<file path="config.mk">
export PLATFORM = sky130hd
export DESIGN_NAME = ram_port_arbiter
export DESIGN_NICKNAME = d
export VERILOG_FILES = /design/src/rtl/ram_port_arbiter.sv
export SDC_FILE = /design/constraint.sdc
export NUM_CORES = 1
export LEC_CHECK = 0
export ABC_CLOCK_PERIOD_IN_PS = 1700
export BUFFER_PORTS_ARGS = -buffer_cell sky130_fd_sc_hd__buf_2
export CAP_MARGIN = 40
export CORE_MARGIN = 2
export CORE_UTILIZATION = 39
export DETAILED_ROUTE_END_ITERATION = 8
export GPL_ROUTABILITY_DRIVEN = 1
export GPL_TIMING_DRIVEN = 0
export PLACE_DENSITY = 0.76
export SYNTH_ARGS = -nofsm -noshare
export SYNTH_HDL_FRONTEND = slang
export SYNTH_SLANG_ARGS = --single-unit
</file>
<file path="constraint.sdc">
create_clock -name fpga_clk -period 1.7 [get_ports fpga_clk]
set_input_delay 0.425 -clock fpga_clk [delete_from_list [all_inputs] [get_ports fpga_clk]]
set_output_delay 0.425 -clock fpga_clk [all_outputs]
set_load 0.01 [all_outputs]
</file>
<file path="src/rtl/ram_port_arbiter.sv">
// ram_port_arbiter: owns the single SRAM port and hands it between the CPU bus
// and the diagnostics engine. A diagnostics request halts the CPU. The port is
// granted after HALT_SETTLE stalled bus cycles, or after TIMEOUT clocks with no
// bus activity. On release the RAM idles for one cycle before the CPU gets it back.
//
//   state     | meaning
//   ----------+-----------------------------------------------------------
//   CPU_OWN   | CPU drives the RAM, no halt from the arbiter
//   HALT_WAIT | CPU halted, counting stalled bus cycles / timeout
//   DIAG_OWN  | diagnostics owns the RAM port, diag_gnt high
//   RELEASE   | one idle RAM cycle, CPU still halted
module ram_port_arbiter #(
   parameter int ADDR_W      = 16,
   parameter int DATA_W      = 8,
   parameter int HALT_SETTLE = 4,
   parameter int TIMEOUT     = 65535
) (
   input  logic              fpga_clk,
   input  logic              fpga_reset,
   input  logic [ADDR_W-1:0] cpu_addr,
   input  logic [DATA_W-1:0] cpu_wdata,
   input  logic              cpu_we,
   input  logic              cpu_cs,
   output logic [DATA_W-1:0] cpu_rdata,
   input  logic              cpu_sync,
   output logic              cpu_halt,
   input  logic              hold_halt,
   input  logic              diag_req,
   output logic              diag_gnt,
   input  logic [ADDR_W-1:0] diag_addr,
   input  logic [DATA_W-1:0] diag_wdata,
   input  logic              diag_we,
   input  logic              diag_cs,
   output logic [DATA_W-1:0] diag_rdata,
   output logic [ADDR_W-1:0] ram_addr,
   output logic [DATA_W-1:0] ram_wdata,
   output logic              ram_we,
   output logic              ram_cs,
   input  logic [DATA_W-1:0] ram_rdata,
   output logic              timeout_flag
);

   localparam int SET_W = $clog2(HALT_SETTLE + 1);
   localparam int TMO_W = (TIMEOUT > 2) ? $clog2(TIMEOUT) : 1;
   localparam logic [SET_W-1:0] SETTLE_MAX = SET_W'(HALT_SETTLE);
   localparam logic [TMO_W-1:0] TMO_LAST   = TMO_W'(TIMEOUT - 1);

   typedef enum logic [1:0] {
      CPU_OWN   = 2'd0,
      HALT_WAIT = 2'd1,
      DIAG_OWN  = 2'd2,
      RELEASE   = 2'd3
   } state_t;

   state_t           state, state_nxt;
   logic             halt_fsm, halt_nxt;
   logic             gnt_nxt;
   logic             tflag_nxt;
   logic [SET_W-1:0] settle_cnt;
   logic [TMO_W-1:0] tmo_cnt, tmo_nxt;
   logic             settle_done;

   assign cpu_halt    = halt_fsm | hold_halt;
   assign settle_done = (settle_cnt == SETTLE_MAX);

   // Count stalled bus cycles; any gap in the halt restarts the count.
   always_ff @(posedge fpga_clk or negedge fpga_reset) begin
      if (!fpga_reset) begin
         settle_cnt <= '0;
      end else if (!cpu_halt) begin
         settle_cnt <= '0;
      end else if (cpu_sync && !settle_done) begin
         settle_cnt <= settle_cnt + 1'b1;
      end
   end

   // FSM and grant/halt/timeout registers.
   always_ff @(posedge fpga_clk or negedge fpga_reset) begin
      if (!fpga_reset) begin
         state        <= CPU_OWN;
         halt_fsm     <= 1'b0;
         diag_gnt     <= 1'b0;
         timeout_flag <= 1'b0;
         tmo_cnt      <= '0;
      end else begin
         state        <= state_nxt;
         halt_fsm     <= halt_nxt;
         diag_gnt     <= gnt_nxt;
         timeout_flag <= tflag_nxt;
         tmo_cnt      <= tmo_nxt;
      end
   end

   // Next-state logic. The settle check has priority over the timeout, so a
   // grant on the same cycle as the timeout counts as a normal grant.
   always_comb begin
      state_nxt = state;
      halt_nxt  = halt_fsm;
      gnt_nxt   = diag_gnt;
      tflag_nxt = timeout_flag;
      tmo_nxt   = tmo_cnt;
      case (state)
         CPU_OWN: begin
            if (diag_req) begin
               state_nxt = HALT_WAIT;
               halt_nxt  = 1'b1;
               tmo_nxt   = '0;
            end
         end
         HALT_WAIT: begin
            if (!diag_req) begin
               state_nxt = CPU_OWN;
               halt_nxt  = 1'b0;
            end else if (settle_done) begin
               state_nxt = DIAG_OWN;
               gnt_nxt   = 1'b1;
               tflag_nxt = 1'b0;
            end else if (tmo_cnt == TMO_LAST) begin
               state_nxt = DIAG_OWN;
               gnt_nxt   = 1'b1;
               tflag_nxt = 1'b1;
            end else if (cpu_sync) begin
               tmo_nxt = '0;
            end else begin
               tmo_nxt = tmo_cnt + 1'b1;
            end
         end
         DIAG_OWN: begin
            if (!diag_req) begin
               state_nxt = RELEASE;
               gnt_nxt   = 1'b0;
            end
         end
         RELEASE: begin
            state_nxt = CPU_OWN;
            halt_nxt  = 1'b0;
         end
         default: begin
            state_nxt = CPU_OWN;
            halt_nxt  = 1'b0;
            gnt_nxt   = 1'b0;
         end
      endcase
   end

   // RAM port mux, decoded from the registered state only.
   always_comb begin
      ram_addr  = cpu_addr;
      ram_wdata = cpu_wdata;
      ram_we    = cpu_we;
      ram_cs    = cpu_cs;
      case (state)
         DIAG_OWN: begin
            ram_addr  = diag_addr;
            ram_wdata = diag_wdata;
            ram_we    = diag_we;
            ram_cs    = diag_cs;
         end
         RELEASE: begin
            ram_addr  = diag_addr;
            ram_wdata = diag_wdata;
            ram_we    = 1'b0;
            ram_cs    = 1'b0;
         end
         default: ;
      endcase
   end

   assign cpu_rdata  = ram_rdata;
   assign diag_rdata = diag_gnt ? ram_rdata : '0;

endmodule

</file>
==> qor.txt, run 1 <==
Crit path largest cell delay: 0.44 ns
first-pass GRT wire length: 9360 um
vias in the first global route: 1,986
Remaining Overflow, GRT: 0
CTS tree: done
Final Hold Vio Count: 0
Post-Synthesis Cells: 197
CTS clk-pin slew, worst paths: 0.09 ns
Final Util: 0.721
Post-CTS Hold Buffers: 0
DR WL/cell: 17.4 um
number of H-tree levels: 1
Slew HR: 0.639
Crit Path Class: reg -> out
Mapped Nets: 266
Worst-Skew Late Latency: 0.27 ns
die height: 72.2 um
Setup WS pre-CTS: -0.322 ns
Die Span X: 72.2 um
fraction of layout cells with a size suffix above 1: 0.651
CTS root buf: clkbuf_8
IO Pins: 110
row count: 24
switch share: 0.335
drt first pass iters: 5
Tcrit/Tclk final: 1.13
power share of the clock group: 0.209
failing checks: setup timing
Core Region: 4410 um^2
Max Cap Viol: 0
routed vias: 2,118
HPWL after detailed placement: 3790 um
initial antenna violation count: 0
Clock Skews: 0.00365 ns
Worst path top cell family by delay: buffers and inverters
worst min-delay path category: in -> async
endpoint class of the critical path: primary output
Clock Sinks: 24
post-synthesis sequential area ratio: 0.331
YS warnings: 0
Static Leak: 1.54 nW
final setup vio count: 45
final net count: 402
Avg Cell Area, Syn: 9.20 um^2
Main synth FF type: dfrtp_1
Worst Path Required: 1.27 ns
Psw: 0.000834 W
Final Worst Setup Slack: -0.213 ns
hold slack: 0.122 ns
GRT Overall Usage: 0.226
CP Cell Sequence: buf_8, clkbuf_16, mux2_4, buf_6
Mapped Area: 1810 um^2
largest net degree at the start of global routing: 25
Via-to-Cell Ratio: 5.52
highest clock rate: 523 MHz
Post-synth EDFFs: 0
RSZ-0062 raised after global routing: true
ys async rst share: 1.00
crit path DAT: 1.49 ns
CTS Buf Count: 3
Final Wtd Congestion: 0.821
# DRC: 0
setup TNS: -6.76 ns
dpl cells: 358
Tmin final: 1.91 ns
DR iter-0 viols: 126
non-filler cells, final: 384
startpoint types: flop
Logic pwr share: 0.491
Starting Density: 0.410
Worst Path Max Fanout: 7
area growth from synthesis to layout: 75.8%
Fillers: 295
CP Buf/Inv Count: 3
PD cells: 783 nW/um^2
port buffer count: 109
status: complete, but fails checks
final slew viol count: 0
Routed Antenna Nets: 0
actual slew at the worst max-slew pin: 0.541 ns
Critical Path Slowest Stage Cell: dfrtp_1
Synth cell types: 38
WL final: 6660 um
Internal Power: 0.00166 W
Reg power frac: 0.300
Antenna diodes: 0
flops & latches, synth: 24
clk buf depth: 2
Max VDD drop: 0.000402 V
Die ar.: 5210 um^2
worst paths after layout:
path | from | end | slack, ns | cells past startpoint
hold / removal | fpga_reset | tmo_cnt[9]$_DFFE_PN0P_ | 0.12 | 1
setup reg to reg | tmo_cnt[9]$_DFFE_PN0P_ | tmo_cnt[4]$_DFFE_PN0P_ | -0.20 | 6
setup / recovery | flop | ram_wdata[5] | -0.21 | 4
max in group asynchronous | fpga_reset | tmo_cnt[4]$_DFFE_PN0P_ | 1.19 | 1
hold reg to reg | tmo_cnt[15]$_DFFE_PN0P_ | tmo_cnt[15]$_DFFE_PN0P_ | 0.53 | 1
min in group fpga_clk | diag_req | state[0]$_DFFE_PN0P_ | 0.38 | 2
cells by family after synthesis:
family,Yosys count,share of synthesized area
and+or+nand+nor,72,0.233
AOI/OAI and AO/OA,41,0.162
buffers and inverters,29,0.0815
DFF,24,0.331
muxes,25,0.155
adders and majority gates,4,0.0276
xor gates and xnor gates,2,0.00967
worst register-to-register path: cells and delay by family, from the launching register on:
| kind | cells | cell delay, ns |
|---|---|---|
| flops | 1 | 0.42 |
| simple gates | 2 | 0.78 |
| buf+inv | 2 | 0.26 |
| compound gates | 2 | 0.37 |
layer usage:
| metal | share of wire | track usage | vias to the layer above |
|---|---|---|---|
| li1 | - | - | 982 |
| met1 | 0.39 | 0.268 | 987 |
| met2 | 0.51 | 0.416 | 120 |
| met3 | 0.064 | 0.0278 | 29 |
| met4 | 0.033 | 0.0776 | 0 |
| met5 | 0 | 0 | - |
metrics by stage:
stage	total power, W	area (um^2)
global placement	0.00155	2450
floorplan	0.00125	1840
CTS	0.00240	2990
detailed placement	0.00157	2450
global route	0.00261	3180
finish	0.00249	3180
Yosys cell counts, drive strengths merged (2+ instances only):
cell / count / area share
a21o: 2 / 0.0097
a21oi: 4 / 0.011
and2: 9 / 0.031
and3: 3 / 0.010
buf: 11 / 0.044
clkbuf: 6 / 0.012
dfrtp: 24 / 0.33
ha: 4 / 0.028
inv: 12 / 0.025
mux2: 25 / 0.16
nand2: 11 / 0.023
nand3: 8 / 0.022
nand4: 4 / 0.022
nor2: 7 / 0.015
nor3: 8 / 0.022
nor3b: 8 / 0.033
nor4: 7 / 0.024
o21ai: 18 / 0.056
o22a: 13 / 0.066
power groups by stage:
stage	registers [W]	clock network (W)	logic [W]
2_1_floorplan	0.000747	0	0.000500
3_3_place_gp	0.000754	0	0.000798
3_5_place_dp	0.000760	0	0.000815
4_1_cts	0.000739	0.000509	0.00115
5_1_grt	0.000764	0.000541	0.00130
6_report	0.000748	0.000520	0.00122
flip-flops by register name, indices dropped and copies added, names as in the netlist, named ones only:
name and cells:
tmo_cnt 16, settle_cnt 3, diag_gnt 1, halt_fsm 1, state 1, timeout_flag 1
cells in the final DEF (no fill, tap or decap), drive strengths merged, types with 2 or more instances in the layout:
cell type / Yosys / layout
dfrtp: 24 / 24
o21ai: 18 / 18
a21oi: 4 / 4
and3: 3 / 3
o22a: 13 / 13
nor2: 7 / 7
nand3: 8 / 8
nor3: 8 / 8
a21o: 2 / 2
inv: 12 / 12
nor3b: 8 / 8
and2: 9 / 9
ha: 4 / 4
buf: 11 / 145
clkbuf: 6 / 6
nor4: 7 / 7
nand4: 4 / 4
mux2: 25 / 25
nand2: 11 / 11
repair_timing:
action,CTS,global route
endpoints found under the setup margin,44,46
setup buffers,12,8
gates resized for setup,74,35
gates cloned,3,2
pin swaps,6,9
final cells by class:
class	instances	area, um^2	area share
multi-input combinational	144	1290	0.405
timing repair buffer	134	955	0.300
sequential	24	608	0.191
buffer	14	150	0.0472
tap	52	65.1	0.0204
inverter	12	45.0	0.0141
clock buffer	3	41.3	0.0130
clock inverter	1	30.0	0.00943
Note: power is estimated with default switching activity, not from simulation.
==> run 2, diff against run 1 <==
--- a/config.mk
+++ b/config.mk
@@ -13,7 +13,8 @@
 export DETAILED_ROUTE_END_ITERATION = 8
 export GPL_ROUTABILITY_DRIVEN = 1
 export GPL_TIMING_DRIVEN = 0
-export PLACE_DENSITY = 0.76
+export PLACE_DENSITY = 0.84
+export SLEW_MARGIN = 20
 export SYNTH_ARGS = -nofsm -noshare
 export SYNTH_HDL_FRONTEND = slang
 export SYNTH_SLANG_ARGS = --single-unit
==> run 2 against run 1 <==
Against the previous run: the run still ends with setup timing left; total power rose by 2.7%; largest cell class unchanged; highest routed layer unchanged; largest power group unchanged; wire length rose by 14%; core utilization rose by 2.9 points.
==> qor.txt, run 2 (same netlist as run 1, synthesis figures left out) <==
Tcrit/Tclk final: 1.18
IO Pins: 110
Worst Path Required: 1.91 ns
largest registers: tmo_cnt x16, settle_cnt x3
GRT Overall Usage: 0.261
Routed Antenna Nets: 0
first-pass GRT wire length: 10,700 um
Tmin final: 2.00 ns
fraction of layout cells with a size suffix above 1: 0.672
CTS root buf: clkbuf_8
Core Region: 4410 um^2
number of H-tree levels: 1
highest clock rate: 500 MHz
most frequent cells in the layout: 85 x buf_2, 31 x buf_6, 30 x buf_4
reg2reg setup slack: -0.30 ns
non-filler cells, final: 390
DR WL/cell: 19.5 um
Slew HR: 0.621
Clock Sinks: 24
drt first pass iters: 5
failing checks: setup timing
met1 WL: 2930 um
worst min-delay path category: in -> async
Fillers: 278
Final Hold Vio Count: 0
final slew viol count: 0
port buffer count: 109
row count: 24
Pwr Total: 0.00256 W
Die ar.: 5210 um^2
Max VDD drop: 0.000407 V
dpl cells: 358
# DRC: 0
die height: 72.2 um
Setup WS pre-CTS: -0.365 ns
Top reg by flops: tmo_cnt
CTS clk-pin slew, worst paths: 0.09 ns
final setup vio count: 44
status: complete, but fails checks
CTS tree: done
clk buf depth: 2
top sig layer: met4
met3 routed WL: 570 um
Die Span X: 72.2 um
Final Worst Setup Slack: -0.300 ns
Remaining Overflow, GRT: 0
Antenna diodes: 0
Final Wtd Congestion: 0.811
Clock Skews: 0.00741 ns
Via-to-Cell Ratio: 5.79
Reg2Reg Depth: 6
Max Cap Viol: 0
PD cells: 773 nW/um^2
final net count: 408
largest net degree at the start of global routing: 25
vias in the first global route: 2,191
Worst-Skew Late Latency: 0.28 ns
commonest non-fill, non-tap cell in the layout: buf_2
actual slew at the worst max-slew pin: 0.568 ns
endpoint class of the critical path: flop
reg2reg end: tmo_cnt[10]$_DFFE_PN0P_
DR iter-0 viols: 268
crit path DAT: 2.20 ns
WL final: 7590 um
area growth from synthesis to layout: 82.7%
RSZ-0062 raised after global routing: true
Starting Density: 0.410
Final Util: 0.750
routed vias: 2,258
max FFs per register: 16
met2 wire length: 3790 um
HPWL after detailed placement: 3900 um
Static Leak: 1.61 nW
initial antenna violation count: 0
CTS Buf Count: 3
Crit Path Class: reg -> reg
Worst Path Max Fanout: 6
startpoint types: flop
[run 2: where the power goes]
part | total (W) | internal [W] | leakage (nW) | switching, W
logic | 0.00128 | 0.000709 | 1.26 | 0.000573
registers | 0.000757 | 0.000656 | 0.316 | 0.000101
clock network | 0.000520 | 0.000315 | 0.0357 | 0.000204
total | 0.00256 | 0.00168 | 1.61 | 0.000878
[run 2: final cells by class]
cell class / instances / area, um^2 / area share
tap: 52 / 65.1 / 0.0197
clock buffer: 3 / 41.3 / 0.0125
sequential: 24 / 606 / 0.183
timing repair buffer: 139 / 975 / 0.294
buffer: 15 / 168 / 0.0506
multi-input combinational: 144 / 1380 / 0.417
inverter: 12 / 45.0 / 0.0136
clock inverter: 1 / 30.0 / 0.00907
[run 2: critical path, cell delays in order (launching register included)]
cell and delay (ns):
dfrtp_1 0.43, buf_4 0.15, buf_4 0.12, nand3b_1 0.20, or3_4 0.43, nor4_2 0.36
o22a_1 0.23
[run 2: worst max-delay path by stage]
stage / from / to / slack (ns) / depth (start not counted)
floorplan: tmo_cnt[0]$_DFFE_PN0P_ / tmo_cnt[1]$_DFFE_PN0P_ / -0.14 / 6
global placement: tmo_cnt[0]$_DFFE_PN0P_ / tmo_cnt[1]$_DFFE_PN0P_ / -0.30 / 6
detailed placement: tmo_cnt[0]$_DFFE_PN0P_ / tmo_cnt[1]$_DFFE_PN0P_ / -0.36 / 6
CTS: tmo_cnt[0]$_DFFE_PN0P_ / tmo_cnt[1]$_DFFE_PN0P_ / -0.21 / 6
global route: flop / tmo_cnt[10]$_DFFE_PN0P_ / -0.33 / 6
finish: flop / tmo_cnt[10]$_DFFE_PN0P_ / -0.30 / 6
[run 2: timing repair]
item,CTS,global route
hold buffers,0,0
hold endpoints to repair,0,0
gates resized for setup,82,38
cloned,4,1
pin swaps,2,12
endpoints found under the setup margin,44,44
setup buffers,18,8
[run 2: routing by layer]
metal,vias to the layer above,global-route usage
li1,997,-
met1,1066,0.321
met2,152,0.463
met3,43,0.0444
met4,0,0.0860
met5,-,0
[run 2: through the flow]
| step | area [um^2] | TNS, ns | hold slack, ns |
|---|---|---|---|
| after floorplan | 1840 | -0.342 | 0.129 |
| after global placement | 2450 | -6.18 | 0.434 |
| after detailed placement | 2450 | -7.43 | 0.440 |
| after CTS | 3070 | -5.35 | 0.146 |
| after global routing | 3310 | -8.97 | 0.164 |
| final | 3310 | -7.75 | 0.128 |
